<file path="src/rtl/serial_adder.sv">
// serial_adder: bit-serial LSB-first ripple adder, one full-adder cell and a carry flip-flop
module serial_adder #(
    parameter int N = 4
) (
    input  logic         clk,
    input  logic         rst,
    input  logic         start,
    input  logic [N-1:0] a,
    input  logic [N-1:0] b,
    input  logic         cin,
    output logic         busy,
    output logic         done,
    output logic [N-1:0] sum,
    output logic         cout
);
    localparam int CW = $clog2(N) + 1;
    localparam logic [1:0] IDLE = 2'd0;
    localparam logic [1:0] RUN  = 2'd1;
    localparam logic [1:0] DONE = 2'd2;
    logic [1:0]    state;
    logic [N-1:0]  a_sh, b_sh, sum_sh, sum_nx;
    logic          carry, s, carry_nx;
    logic [CW-1:0] cnt;
    // single full-adder cell on the current LSBs; sum bit enters the shift register at the MSB
    always_comb begin
        s        = a_sh[0] ^ b_sh[0] ^ carry;
        carry_nx = (a_sh[0] & b_sh[0]) | (carry & (a_sh[0] ^ b_sh[0]));
        sum_nx   = (sum_sh >> 1) | (N'(s) << (N - 1));
    end
    assign busy = state == RUN;
    assign done = state == DONE;
    // accept in IDLE or DONE, shift one bit per edge in RUN, publish result only on the last bit
    always_ff @(posedge clk or posedge rst) begin
        if (rst) begin
            state  <= IDLE;
            a_sh   <= '0;
            b_sh   <= '0;
            sum_sh <= '0;
            carry  <= 1'b0;
            cnt    <= '0;
            sum    <= '0;
            cout   <= 1'b0;
        end else if (state != RUN) begin
            if (start) begin
                a_sh  <= a;
                b_sh  <= b;
                carry <= cin;
                cnt   <= '0;
                state <= RUN;
            end else begin
                state <= IDLE;
            end
        end else begin
            a_sh   <= a_sh >> 1;
            b_sh   <= b_sh >> 1;
            sum_sh <= sum_nx;
            carry  <= carry_nx;
            cnt    <= cnt + 1'b1;
            if (cnt == CW'(N - 1)) begin
                sum   <= sum_nx;
                cout  <= carry_nx;
                state <= DONE;
            end
        end
    end
endmodule

</file>
<file path="config.mk">
export PLATFORM = sky130hd
export DESIGN_NAME = serial_adder
export DESIGN_NICKNAME = d
export VERILOG_FILES = /design/src/rtl/serial_adder.sv
export SDC_FILE = /design/constraint.sdc
export NUM_CORES = 1
export LEC_CHECK = 0
export CORE_AREA = 2 2 51 53
export CTS_CLUSTER_DIAMETER = 40
export CTS_CLUSTER_SIZE = 20
export DETAILED_ROUTE_END_ITERATION = 10
export DIE_AREA = 0 0 53 55
export HOLD_SLACK_MARGIN = 0.08
export PLACE_DENSITY = 0.7
export SYNTH_ARGS = -nofsm -noshare
export SYNTH_HDL_FRONTEND = slang
export SYNTH_SLANG_ARGS = --single-unit
</file>
<file path="constraint.sdc">
create_clock -name clk -period 4.35 [get_ports clk]
set_input_delay 0.6525 -clock clk [delete_from_list [all_inputs] [get_ports clk]]
set_output_delay 0.6525 -clock clk [all_outputs]
set_load 0.05 [all_outputs]
</file>
==> impl_results.md, run 1 <==
* Number of port buffers at 18
* Yosys top cell by area: dfrtp_1
* Worst Tran Pin Value at around 810 ps
* Register area share after synthesis at 53.8%
* Design area at 1260 um^2
* Starting Density at a little over two fifths
* Cell with the most instances after synthesis: dfrtp_1
* P_leak at between 0.5 and 0.6 nW
* VDD IR-drop max at 0.526 mV
* Clock sink count at 22
* Via density at between 4 and 5
* Max Buffers Root-to-Sink at 2
* Largest net degree at the start of global routing at 23
* CTS tree: yes
* Area Growth Syn to Fin at 23.0%
* Chip height at 55 um
* Initial drt markers at 6
* Nets@finish at 104
* Cell area power density at 715 nW/um^2
* Setup Buffers After CTS at 0
* CP Class: reg -> out
* CTS resizes at 0
* Share of post-route cells with drive strength above 1 at 33.0%
* Die X at around 53 um
* Library cells used by synthesis at 14
* Setup TNS at 0 ps
* Worst slew margin at 45.9%
* Hold Vio Cnt, Final at 0
* Antenna Cells at 0
* Overall power at 0.900 mW
* Vias in the first global route at 612
* Antenna violations before repair at 0
* Via count at 573
* Crit path DAT at 2310 ps
* Setup slack after layout at 1390 ps
* Post-placement setup slack at approximately 1700 ps
* Clock Root Buffer: clkbuf_4
* Post-synth ARST share at 100%
* Reg2reg setup slack at approximately 2700 ps
* Synthesized net count at 83
* Commonest cells post-synth: 22 x dfrtp_1, 15 x mux2_2, 8 x mux2_4, 5 x inv_1, 5 x mux2i_1
* Mapped cell area at 1020 um^2
* Worst hold path type: reg -> reg
* Synth top area share at between 50% and 60%
* Synth top area cells: dfrtp_1 54%, mux2_2 17%, mux2_4 12%
* DPL Wire Length at 1150 um
* Crit Path Max Fanout at 13
* Worst Hold Slack at 517 ps
* Slew Viols, Final at 0
* Final std cells w/o fill at 118
* EDFF count, synth at 0
* Synth Flop Type: dfrtp_1
* Period minus WS final at about 3000 ps
* Rows at 18
* Gr usage total at about an eighth
* Worst Setup End Kind: output pin
* Reg2reg end: sum_sh[1]
* Syn_area_per_cell at 15.1 um^2
* Die area at 2920 um^2
* Remaining DRCs at 0
* Post-Syn Instances at 68
* Final core utilization at 53.2%
* Status: finished clean
* DR WL/cell at 13.7 um
* DRT Pass-1 Iters at 2
* CTS clk-pin slew, worst paths at 120 ps
* Post-CTS Hold Buffers at 0
* CTS buffer count at 3
* WL final at 1620 um
* Worst path required time at 3700 ps
* RePlAce Congestion at 0.656
* Unrepaired setup endpoints after global routing: false
* R2R cell count at 3
* Core Area at 2360 um^2
* H-tree levels at 1
* I/O pins at 19
* First-pass GRT wire length at ~2700 um
* HP Start: cout
* Hold depth at 1
* Placed insts at roughly 110
* Synth warnings at 0
* Tcrit/Tclk final at between 60% and 70%
* Synth Register Bits at 22
* Post-DP Area at between 1000 and 1500 um^2
* Gr ovfl total at 0
* Final setup fails at 0
* Hold endpoint: cout
* Max cap viols at 0
* Fmax at approximately 0.34 GHz
* Worst-skew pair later-pin latency at 300 ps
* Worst clock skew at 5.91 ps
* Final antenna-violating net count at 0
* CP Launch Type: register
* FF-to-FF Start: state[1]
-- area by class of cell --
class / instances / area (um^2)
Clock buffer: 4 / 36.3
Fill cell: 218 / 1110
Inverter: 5 / 18.8
Multi-Input combinational cell: 39 / 435
Sequential cell: 22 / 551
Tap cell: 30 / 37.5
Timing Repair Buffer: 18 / 180
-- per-layer routing --
| layer | vias to the layer above | track usage, % | share of wire [%] |
|---|---|---|---|
| li1 | 274 | - | - |
| met1 | 288 | 15.9 | 47 |
| met2 | 11 | 22.1 | 50 |
| met3 | 0 | 3.23 | 3.6 |
| met4 | 0 | 2.99 | 0 |
| met5 | - | 0 | 0 |
-- worst max path at each step --
stage             start  endpoint  slack [ps]  depth (start not counted)
6_report       state[1]      busy        1390                          3
5_1_grt        state[1]      busy        1230                          3
4_1_cts        state[1]      busy        1380                          3
3_5_place_dp   state[1]      busy        1740                          3
3_3_place_gp   state[1]      busy        1750                          3
2_1_floorplan  state[0]      done        2620                          1
-- registers in the layout, indices dropped and copies added (netlist names) --
name and flops:
a_sh 4, b_sh 4, carry 1, cnt 3
cout 1, state 2, sum 4, sum_sh 3
-- cell families (layout without fill, tap and decap cells) --
group                    count (synthesis)  after routing  share of synthesized area (%)
adder cells (fa/ha/maj)                  3              3                           4.40
buffers and inverters                    7             27                           3.67
flip-flops                              22             22                           53.8
multiplexers                            28             28                           33.1
AND/OR/NAND/NOR                          8              8                           5.01
-- layout by cell type, fill, tap and decap left out --
cell type and count:
nand3b_1 1, mux2_4 8, nand2b_1 1, nor2_1 2, ha_1 2, clkbuf_4 3, dfrtp_1 22, mux2i_1 5
fa_1 1, mux2_2 15, clkdlybuf4s50_1 18, clkbuf_8 1, nor2b_1 2, inv_1 5, nand2b_2 2
-- power breakdown --
part / switching, mW / leakage, nW / total, mW / internal, mW
clock: 0.0605 / 0.0210 / 0.111 / 0.0510
sequential: 0.0530 / 0.277 / 0.346 / 0.294
combinational: 0.219 / 0.293 / 0.442 / 0.222
total: 0.333 / 0.591 / 0.900 / 0.567
-- critical path, stage by stage (launching register included) --
cell and delay, ps:
dfrtp_1 400, nand2b_1 460, inv_1 300, clkdlybuf4s50_1 840
No activity file was read; power rests on OpenSTA's default activity.
==> inputs of run 2 (changes only) <==
PLACE_DENSITY = 0.73   (was 0.7)
clock period = 2.7 ns   (was 4.35 ns; I/O delays follow)
==> impl_results.md, run 2 (synthesis gave the netlist of run 1 again) <==
* WL final at 1620 um (-0.12%)
* CP Class: reg -> out
* Share of post-route cells with drive strength above 1 at 33.7% (+0.75 points)
* Slowest Stage Delay on Critical Path at 840 ps (about the same)
* Hold Vio Cnt, Final at 0 (unchanged)
* DR WL/cell at 13.6 um (-0.96%)
* Post-CTS Hold Buffers at 0 (unchanged)
* Area of the multi-input gates at 435 um^2 (unchanged)
* Worst Tran Pin Value at 809 ps (-2.12 ps)
* CTS resizes at 0 (unchanged)
* H-tree levels at 1 (unchanged)
* Int Pwr at 0.920 mW (+62%)
* Crit Path Max Fanout at 5 (-8)
* Largest delay contributor family on the critical path: buffers and inverters
* Chip height at 55 um (unchanged)
* First-pass GRT wire length at 2750 um (+3.4%)
* Setup TNS at 0 ps (unchanged)
* Final setup fails at 0 (unchanged)
* CTS buffer count at 3 (unchanged)
* Clk network pwr share at 12.4% (about the same)
* VDD IR-drop max at 0.712 mV (+35%)
* Reg2reg setup slack at 1120 ps (-1610 ps)
* Vias in the first global route at 631 (+3.1%)
* Status: finished clean
* Combinational share of power at 49.6% (+0.5 points)
* Hold endpoint: a_sh[0]
* Overall power at 1.46 mW (+62%)
* Initial drt markers at 4 (-2)
* Clock sink count at 22 (unchanged)
* Max Buffers Root-to-Sink at 2 (unchanged)
* Crit path launch: state[1]
* Antenna Cells at 0 (unchanged)
* Core Area at 2360 um^2 (unchanged)
* Most common cell after layout, fill and taps aside: dfrtp_1
* Via density at 4.93 (+1.6%)
* Remaining DRCs at 0 (unchanged)
* Gr ovfl total at 0 (unchanged)
* Cell area power density at 1150 nW/um^2 (+61%)
* Worst slew margin at 46.0% (+0.14 points)
* Die X at 53 um (unchanged)
* CTS tree: yes
* FF-to-FF Start: cnt[0]
* Antenna violations before repair at 0 (unchanged)
* Biggest regs: a_sh: 4 flops, b_sh: 4 flops, sum: 4 flops
* Switch Pwr at 0.536 mW (+61%)
* Nets@finish at 105 (+0.96%)
* Via count at 587 (+2.4%)
* Reg2reg end: sum[3]
* Gr usage total at 13.2% (+0.52 points)
* Period minus WS final at 2270 ps
* CP Launch Type: register
* Tcrit/Tclk final at 84.2%
* Fillers at 205 (-6.0%)
* Number of port buffers at 18 (unchanged)
* Area Growth Syn to Fin at 23.7%
* Setup Buffers After CTS at 0 (unchanged)
* Cells along the critical path: nand2b_1, inv_1, clkdlybuf4s50_1
* DRT Pass-1 Iters at 3 (+1)
* Max cap viols at 0 (unchanged)
* R2R cell count at 4 (+1)
* Fmax at roughly 0.44 GHz
* Hold depth at 1 (unchanged)
* P_leak at 0.596 nW (+0.86%)
* Crit path DAT at 1870 ps (-440 ps)
* Worst clock skew at 7.86 ps (+1.95 ps)
* Clock Root Buffer: clkbuf_4
* Worst-skew pair later-pin latency at 300 ps (about the same)
* Rows at 18 (unchanged)
* HP Start: a_sh[1]
* Sequential Area at 551 um^2 (unchanged)
* Slew Viols, Final at 0 (unchanged)
* Final antenna-violating net count at 0 (unchanged)
* Starting Density at 43.3% (unchanged)
* I/O pins at 19 (unchanged)
* CP bufs+invs at 2 (unchanged)
* Die area at 2920 um^2 (unchanged)
* Switching part of the total at 36.8% (-0.15 points)
* Worst Setup End Kind: output pin
* Worst path required time at 2300 ps (-1400 ps)
* Critical Path Slowest Stage Cell: clkdlybuf4s50_1
* RePlAce Congestion at 0.659 (+0.50%)
* CTS clk-pin slew, worst paths at 120 ps (about the same)
* Worst hold path type: reg -> reg
* Unrepaired setup endpoints after global routing: false
* Most frequent cells in the layout: 22 x dfrtp_1, 18 x clkdlybuf4s50_1, 15 x mux2_2
* Largest net degree at the start of global routing at 23 (unchanged)
* Flop pwr share at 38.1% (-0.4 points)
-- run 2: cell count changes in the layout (fill, tap and decap cells not counted) --
cell	delta
buf_4	+1
-- run 2: worst max path at each step --
| stage | end | slack (ps) | depth (start not counted) |
|---|---|---|---|
| 6_report | busy | 430 | 3 |
| 4_1_cts | busy | 410 | 3 |
| 2_1_floorplan | done | 1220 | 1 |
| 3_5_place_dp | a_sh[1] | 610 | 3 |
| 5_1_grt | busy | 320 | 3 |
| 3_3_place_gp | a_sh[1] | 670 | 3 |
-- run 2: layout make-up --
type / count / area share, %
sequential: 22 / 43.5
clock buffer: 4 / 2.87
multi-input combinational: 39 / 34.4
inverter: 5 / 1.48
tap: 30 / 2.96
timing repair buffer: 19 / 14.8
-- run 2: worst register-to-register path, delay by kind of cell (launching register included) --
kind                       cells  cell delay (ps)
DFF                            1              430
muxes                          1              370
adders and majority gates      2              400
and+or+nand+nor                1              260
-- run 2: metrics by stage --
stage	cells	worst slack [ps]	util, %	instance area [um^2]	hold WS (ps)
2_1_floorplan	68	1220	-	1020	394
3_3_place_gp	115	669	52.0	1230	486
3_5_place_dp	115	611	52.0	1230	492
4_1_cts	119	410	53.5	1270	520
5_1_grt	119	324	53.5	1270	538
6_report	119	427	53.5	1270	515
-- run 2: power groups by stage --
stage | combinational, mW | clock, mW | sequential, mW
2_1_floorplan | 0.432 | 0 | 0.662
3_3_place_gp | 0.715 | 0 | 0.558
3_5_place_dp | 0.729 | 0 | 0.563
4_1_cts | 0.733 | 0.185 | 0.557
5_1_grt | 0.778 | 0.204 | 0.575
6_report | 0.722 | 0.180 | 0.554
-- run 2: metal layers --
layer,GRT usage [%],up-vias,part of all wire (%)
li1,-,271,-
met1,16.8,301,48
met2,21.9,15,46
met3,3.23,0,6.2
met4,5.13,0,0
met5,0,-,0
